`config.mk`:
```
export PLATFORM = sky130hd
export DESIGN_NAME = int_alu_issue_flat
export DESIGN_NICKNAME = d
export VERILOG_FILES = /design/src/rtl/int_alu_issue_pkg.sv /design/src/rtl/int_alu_issue_if.sv /design/src/rtl/int_issue_fifo.sv /design/src/rtl/int_alu_issue.sv /design/src/flat_wrapper.sv
export SDC_FILE = /design/constraint.sdc
export NUM_CORES = 1
export LEC_CHECK = 0
export BUFFER_PORTS_ARGS = -buffer_cell sky130_fd_sc_hd__buf_2
export CAP_MARGIN = 20
export CELL_PAD_IN_SITES_DETAIL_PLACEMENT = 0
export CELL_PAD_IN_SITES_GLOBAL_PLACEMENT = 1
export CORE_MARGIN = 4
export CORE_UTILIZATION = 40
export DETAILED_ROUTE_END_ITERATION = 10
export PLACE_DENSITY_LB_ADDON = 0.1
export SYNTH_ARGS = -nofsm -noshare
export SYNTH_HDL_FRONTEND = slang
export SYNTH_SLANG_ARGS = --single-unit
```
`constraint.sdc`:
```
create_clock -name clk -period 4.6 [get_ports clk]
set_input_delay 0.46 -clock clk [delete_from_list [all_inputs] [get_ports clk]]
set_output_delay 0.46 -clock clk [all_outputs]
set_load 0.01 [all_outputs]
```
`src/rtl/int_alu_issue_pkg.sv`:
```
// int_alu_issue_pkg: shared packet type, latency constants and uop classification
package int_alu_issue_pkg;
  localparam int DATA_WIDTH = 32;
  localparam int R_ADDR = 6;
  localparam int ROB_INDEX_BITS = 3;
  localparam int MUL_LAT = 3;
  localparam int DIV_LAT = 17;
  localparam logic [4:0] UOP_ADD = 5'h00;
  localparam logic [4:0] UOP_MUL = 5'h02;
  localparam logic [4:0] UOP_MULH = 5'h03;
  localparam logic [4:0] UOP_MULHSU = 5'h04;
  localparam logic [4:0] UOP_MULHU = 5'h05;
  localparam logic [4:0] UOP_DIV = 5'h06;
  localparam logic [4:0] UOP_DIVU = 5'h07;
  localparam logic [4:0] UOP_REM = 5'h08;
  localparam logic [4:0] UOP_REMU = 5'h09;
  typedef enum logic [1:0] {LAT_NORMAL, LAT_MUL, LAT_DIV} lat_class_t;
  typedef struct packed {
    logic [4:0] uop;
    logic [R_ADDR-1:0] rd;
    logic [ROB_INDEX_BITS-1:0] rob;
    logic [DATA_WIDTH-1:0] data1;
    logic [DATA_WIDTH-1:0] data2;
  } to_execution;
  function automatic lat_class_t classify_uop(to_execution p);
    logic ovf;
    // divide-by-zero and signed overflow are resolved combinationally by the FU
    ovf = (p.uop == UOP_DIV || p.uop == UOP_REM) && p.data1 == {1'b1, {(DATA_WIDTH-1){1'b0}}} && p.data2 == '1;
    if (p.uop >= UOP_MUL && p.uop <= UOP_MULHU) return LAT_MUL;
    if (p.uop >= UOP_DIV && p.uop <= UOP_REMU && p.data2 != '0 && !ovf) return LAT_DIV;
    return LAT_NORMAL;
  endfunction
endpackage

```
`src/rtl/int_alu_issue_if.sv`:
```
// int_alu_issue_if: dispatch-side and FU-side signals of the int ALU issue block
interface int_alu_issue_if import int_alu_issue_pkg::*; #(parameter int DEPTH = 4);
  logic in_valid, in_ready, flush, fu_busy, fu_valid;
  to_execution in_data, fu_data;
  logic [$clog2(DEPTH):0] q_count;
  modport master (output in_valid, in_data, flush, fu_busy, input in_ready, fu_valid, fu_data, q_count);
  modport slave (input in_valid, in_data, flush, fu_busy, output in_ready, fu_valid, fu_data, q_count);
endinterface

```
`src/rtl/int_issue_fifo.sv`:
```
// int_issue_fifo: circular packet buffer with push/pop/flush
module int_issue_fifo import int_alu_issue_pkg::*; #(parameter int DEPTH = 4) (
  input  logic clk,
  input  logic rst_n,
  input  logic push,
  input  logic pop,
  input  logic flush,
  input  to_execution wdata,
  output to_execution rdata,
  output logic [$clog2(DEPTH):0] count
);
  localparam int AW = $clog2(DEPTH);
  localparam int CW = AW + 1;
  logic [AW-1:0] head_q, head_d, tail_q, tail_d;
  logic [CW-1:0] count_q, count_d;
  to_execution mem_q [DEPTH];
  to_execution mem_d [DEPTH];
  always_comb begin
    mem_d = mem_q;
    if (push) mem_d[tail_q] = wdata;
    head_d = flush ? '0 : head_q + AW'(pop);
    tail_d = flush ? '0 : tail_q + AW'(push);
    count_d = flush ? '0 : count_q + CW'(push) - CW'(pop);
  end
  always_ff @(posedge clk or negedge rst_n) begin
    if (!rst_n) begin
      head_q <= '0;
      tail_q <= '0;
      count_q <= '0;
      mem_q <= '{default: '0};
    end else begin
      head_q <= head_d;
      tail_q <= tail_d;
      count_q <= count_d;
      mem_q <= mem_d;
    end
  end
  assign rdata = mem_q[head_q];
  assign count = count_q;
endmodule

```
`src/rtl/int_alu_issue.sv`:
```
// int_alu_issue: in-order issue to the int ALU with a writeback-slot scoreboard
module int_alu_issue import int_alu_issue_pkg::*; #(parameter int DEPTH = 4) (
  input  logic clk,
  input  logic rst_n,
  int_alu_issue_if.slave bus
);
  localparam int CW = $clog2(DEPTH) + 1;
  localparam int SW = DIV_LAT + 1;
  localparam int LW = $clog2(SW);
  logic push, issue, in_ready;
  logic [CW-1:0] count;
  to_execution head_pkt;
  lat_class_t cls;
  logic [LW-1:0] lat;
  // bit k: ex_update is claimed k cycles from now; bit 0 is the current cycle
  logic [SW-1:0] wb_resv_q, wb_resv_d;
  logic [LW-1:0] div_cnt_q, div_cnt_d;
  int_issue_fifo #(.DEPTH(DEPTH)) u_fifo (
    .clk(clk), .rst_n(rst_n), .push(push), .pop(issue), .flush(bus.flush),
    .wdata(bus.in_data), .rdata(head_pkt), .count(count)
  );
  always_comb begin
    cls = classify_uop(head_pkt);
    lat = cls == LAT_MUL ? LW'(MUL_LAT) : cls == LAT_DIV ? LW'(DIV_LAT) : '0;
    in_ready = count < CW'(DEPTH);
    push = bus.in_valid && in_ready && !bus.flush;
    issue = count != '0 && !bus.flush && !bus.fu_busy && !wb_resv_q[lat] && !(cls == LAT_DIV && div_cnt_q != '0);
    wb_resv_d = (wb_resv_q >> 1) | (issue && lat != '0 ? SW'(1) << (lat - 1'b1) : '0);
    // divider is occupied for the issue cycle plus DIV_LAT-1 further cycles
    div_cnt_d = issue && cls == LAT_DIV ? LW'(DIV_LAT - 1) : div_cnt_q - LW'(div_cnt_q != '0);
  end
  always_ff @(posedge clk or negedge rst_n) begin
    if (!rst_n) begin
      wb_resv_q <= '0;
      div_cnt_q <= '0;
    end else begin
      wb_resv_q <= wb_resv_d;
      div_cnt_q <= div_cnt_d;
    end
  end
  assign bus.in_ready = in_ready;
  assign bus.fu_valid = issue;
  assign bus.fu_data = count != '0 ? head_pkt : '0;
  assign bus.q_count = count;
  a_wb_slot_unique: assert property (@(posedge clk) disable iff (!rst_n) !(issue && wb_resv_q[lat]));
endmodule

```
`src/flat_wrapper.sv`:
```
// flat-port wrapper written by rule: the top's interface ports become plain ports
module int_alu_issue_flat import int_alu_issue_pkg::*;
#(parameter int DEPTH = 4)
  (clk, rst_n, bus_in_valid, bus_in_data, bus_flush, bus_fu_busy, bus_in_ready, bus_fu_valid, bus_fu_data, bus_q_count);
  int_alu_issue_if #(.DEPTH(DEPTH)) bus_i ();
  input  logic clk;
  input  logic rst_n;
  input wire logic [$bits(bus_i.in_valid)-1:0] bus_in_valid;
  input wire logic [$bits(bus_i.in_data)-1:0] bus_in_data;
  input wire logic [$bits(bus_i.flush)-1:0] bus_flush;
  input wire logic [$bits(bus_i.fu_busy)-1:0] bus_fu_busy;
  output wire logic [$bits(bus_i.in_ready)-1:0] bus_in_ready;
  output wire logic [$bits(bus_i.fu_valid)-1:0] bus_fu_valid;
  output wire logic [$bits(bus_i.fu_data)-1:0] bus_fu_data;
  output wire logic [$bits(bus_i.q_count)-1:0] bus_q_count;
  assign bus_i.in_valid = bus_in_valid;
  assign bus_i.in_data = bus_in_data;
  assign bus_i.flush = bus_flush;
  assign bus_i.fu_busy = bus_fu_busy;
  assign bus_in_ready = bus_i.in_ready;
  assign bus_fu_valid = bus_i.fu_valid;
  assign bus_fu_data = bus_i.fu_data;
  assign bus_q_count = bus_i.q_count;
  int_alu_issue #(.DEPTH(DEPTH)) u_core (.clk(clk), .rst_n(rst_n), .bus(bus_i));
endmodule
```
==> run metrics <==
critical path startpoint=u_core.u_fifo.head_q[0]$_DFF_PN0_; layout cells sized above 1=0.5298; Hold WS=0.03559 ns; multi-input logic area=0.006664 mm2; Rel. slew slack=0.3326; wire length per cell=24.23 um; min cycle time layout=4.346 ns; RSZ-0062 raised after global routing=false; peak supply drop=339.3 uV; initial antenna violation count=5; total routed wirelength=41490 um; top cells by count, synth=dfrtp_1 (342), mux2_2 (312), nor2b_1 (80), mux4_2 (61), clkbuf_1 (41); critical path class=flop to flop; Die Ht=205.4 um; FFs w/ async S/R, synth=1.000; vias per cell=5.405; clock insertion delay at the later pin of the skew report=0.54 ns; GRT Util Overall=0.1985; mapped cell area=0.01558 mm2; area post-placement=0.01697 mm2; top-area cell type share of the netlist area=0.5492; Cells after Synth=1011; status=completed; Synth Warn #=0; leading area contributor after synthesis=dfrtp_1; Pwr Density=606.9 mW/mm2; CTS sink cnt=342; Crit Path Max Fanout=33; DRT iter0 DRCs=427; cts-stage hold buffer count=0; final setup fails=0; FF+latch area=0.008566 mm2; Most used DFF post-synth=dfrtp_1; P_leak=0.008227 uW; fmax=230.1 MHz; Syn Area/Cell=15.41 um2; Distinct cells, synth=45; Hold Crit Class=primary input to asynchronous set/reset pin; Tcrit/Tclk final=0.9448; Setup crit end kind=flop; input/output buffers=165; clk slew on worst S/H paths=0.06 ns; Site Rows=72; Initial Util=0.4042; first-pass GRT wire length=62930 um; count leader, synth=dfrtp_1; crit start category=flop; hpwl dp=27640 um; Layout area overhead=17.00%; Final Skew=0.01247 ns; Post-DRT Antenna Nets=0; Placer Congestion=0.7776; Tightest Pin Transition=1.001 ns; # H-tree levels=2; vias in the first global route=9812; Max Slew Vio Count=0; Residual DRC=0; register area share after synthesis=0.5492; synth top area cells=dfrtp_1 (55%), mux2_2 (23%), mux4_2 (8.8%); # fillers=3523; # Post-CTS Setup Buffers=0; Num CTS Buffers=40; die area=0.04218 mm2; Crit path required time=5.02 ns; RR Startpoint=u_core.u_fifo.head_q[0]$_DFF_PN0_; Max-Cap Viols=0; setup TNS=0 ns; root buf cell=clkbuf_16; CTS Buffer Depth=3; final net count=1255; Syn Nets=1101; largest net degree at the start of global routing=129; via count=9254; total power=11070 uW; post_cts resized=0; grt ovf=0; Detailed Routing Iterations Pass 1=6; CP Data Arrival Time=4.77 ns; DIE WIDTH=205.4 um; IO Pins=166; Post-Layout Inst Area=0.01823 mm2; EDFF count, synth=0; CTS tree=done; register bit total from synthesis=342; Final Hold Vio Count=0; area of the core=0.03856 mm2
[placed cells by master (no fill, tap or decap), types with 2 or more instances in the layout]
master / instances
clkbuf_16: 41
buf_2: 164
inv_1: 8
clkbuf_1: 9
nand4bb_1: 2
nand2_1: 6
dfrtp_1: 340
clkinv_2: 8
buf_4: 17
dfrtp_4: 2
xnor2_1: 5
or4b_1: 3
ha_1: 6
nor2_1: 18
and4b_1: 3
clkbuf_8: 11
nor2b_1: 80
mux4_1: 17
nor4_1: 16
nor4b_1: 5
xor2_1: 3
buf_12: 5
mux4_2: 61
mux2_2: 312
nand4_1: 14
or4_1: 4
nor3_2: 2
nand3_1: 3
nor3_1: 3
or2_2: 2
[area by class of cell]
| class | count | share of cell area |
|---|---|---|
| Antenna cell | 1 | 0.0001372 |
| Clock inverter | 9 | 0.002676 |
| Inverter | 8 | 0.001647 |
| Multi-Input combinational cell | 586 | 0.3655 |
| Timing Repair Buffer | 187 | 0.05833 |
| Sequential cell | 342 | 0.4698 |
| Clock buffer | 61 | 0.06642 |
| Tap cell | 518 | 0.03555 |
[metrics by stage]
| step | worst slack [ns] | cells | util |
|---|---|---|---|
| after floorplan | 0.5589 | 1011 | - |
| after global placement | 0.2628 | 1641 | 0.4402 |
| after detailed placement | 0.2579 | 1641 | 0.4402 |
| after CTS | 0.2260 | 1711 | 0.4728 |
| after global routing | 0.02411 | 1712 | 0.4729 |
| final | 0.2541 | 1712 | 0.4729 |
[kinds of logic after synthesis]
kind of cell               count (synthesis)  synth area share
AOI/OAI and AO/OA                          9          0.004256
muxes                                    390            0.3423
xor gates and xnor gates                   8          0.004496
other                                      1         0.0002406
DFF                                      342            0.5492
adders and majority gates                  7          0.006102
buffers and inverters                     83           0.02561
and+or+nand+nor                          171           0.06785
[where the power goes]
group          switching [uW]  internal (uW)  leakage (uW)  total [uW]
combinational            1770           1780       0.00324        3550
clock                    1220           1810      0.000630        3030
sequential                491           4000       0.00435        4490
[flip-flops by register name, summed over array words and instances, names as in the netlist]
register	count
u_core.u_fifo.mem_q	312
u_core.wb_resv_q	18
u_core.div_cnt_q	5
u_core.u_fifo.count	3
u_core.u_fifo.head_q	2
u_core.u_fifo.tail_q	2
[worst max-delay path, stage by stage (launching register included)]
cell	delay, ns
dfrtp_4	0.57
buf_12	0.31
mux4_2	0.59
nor4b_1	0.16
a31oi_1	0.43
nor4_1	0.14
a2111oi_0	0.49
o31a_1	0.26
ha_1	0.25
inv_1	0.05
ha_1	0.13
inv_1	0.05
fa_1	0.38
xnor2_1	0.18
xnor2_1	0.13
nor2_1	0.05
[per-layer routing]
metal | part of all wire | vias up | routed length (um) | track usage
li1 | - | 4042 | - | -
met1 | 0.47 | 4944 | 19390 | 0.2876
met2 | 0.47 | 207 | 19320 | 0.3122
met3 | 0.049 | 55 | 2048 | 0.03846
met4 | 0.017 | 6 | 693 | 0.04665
met5 | 0.00096 | - | 40 | 0
[final timing paths]
kind	endpoint	slack [ns]	cells past startpoint
worst max-delay path	u_core.u_fifo.count[2]$_DFF_PN0_	0.25	15
worst min register to register	u_core.wb_resv_q[0]$_DFF_PN0_	0.35	0
worst max register to register	u_core.u_fifo.count[2]$_DFF_PN0_	0.25	15
min in group clk	u_core.u_fifo.mem_q[186]$_DFFE_PN0P_	0.20	2
max in group asynchronous	u_core.u_fifo.mem_q[287]$_DFFE_PN0P_	3.40	2
worst min-delay path	u_core.u_fifo.mem_q[304]$_DFFE_PN0P_	0.04	1
Power figures use the tool's default switching activity.
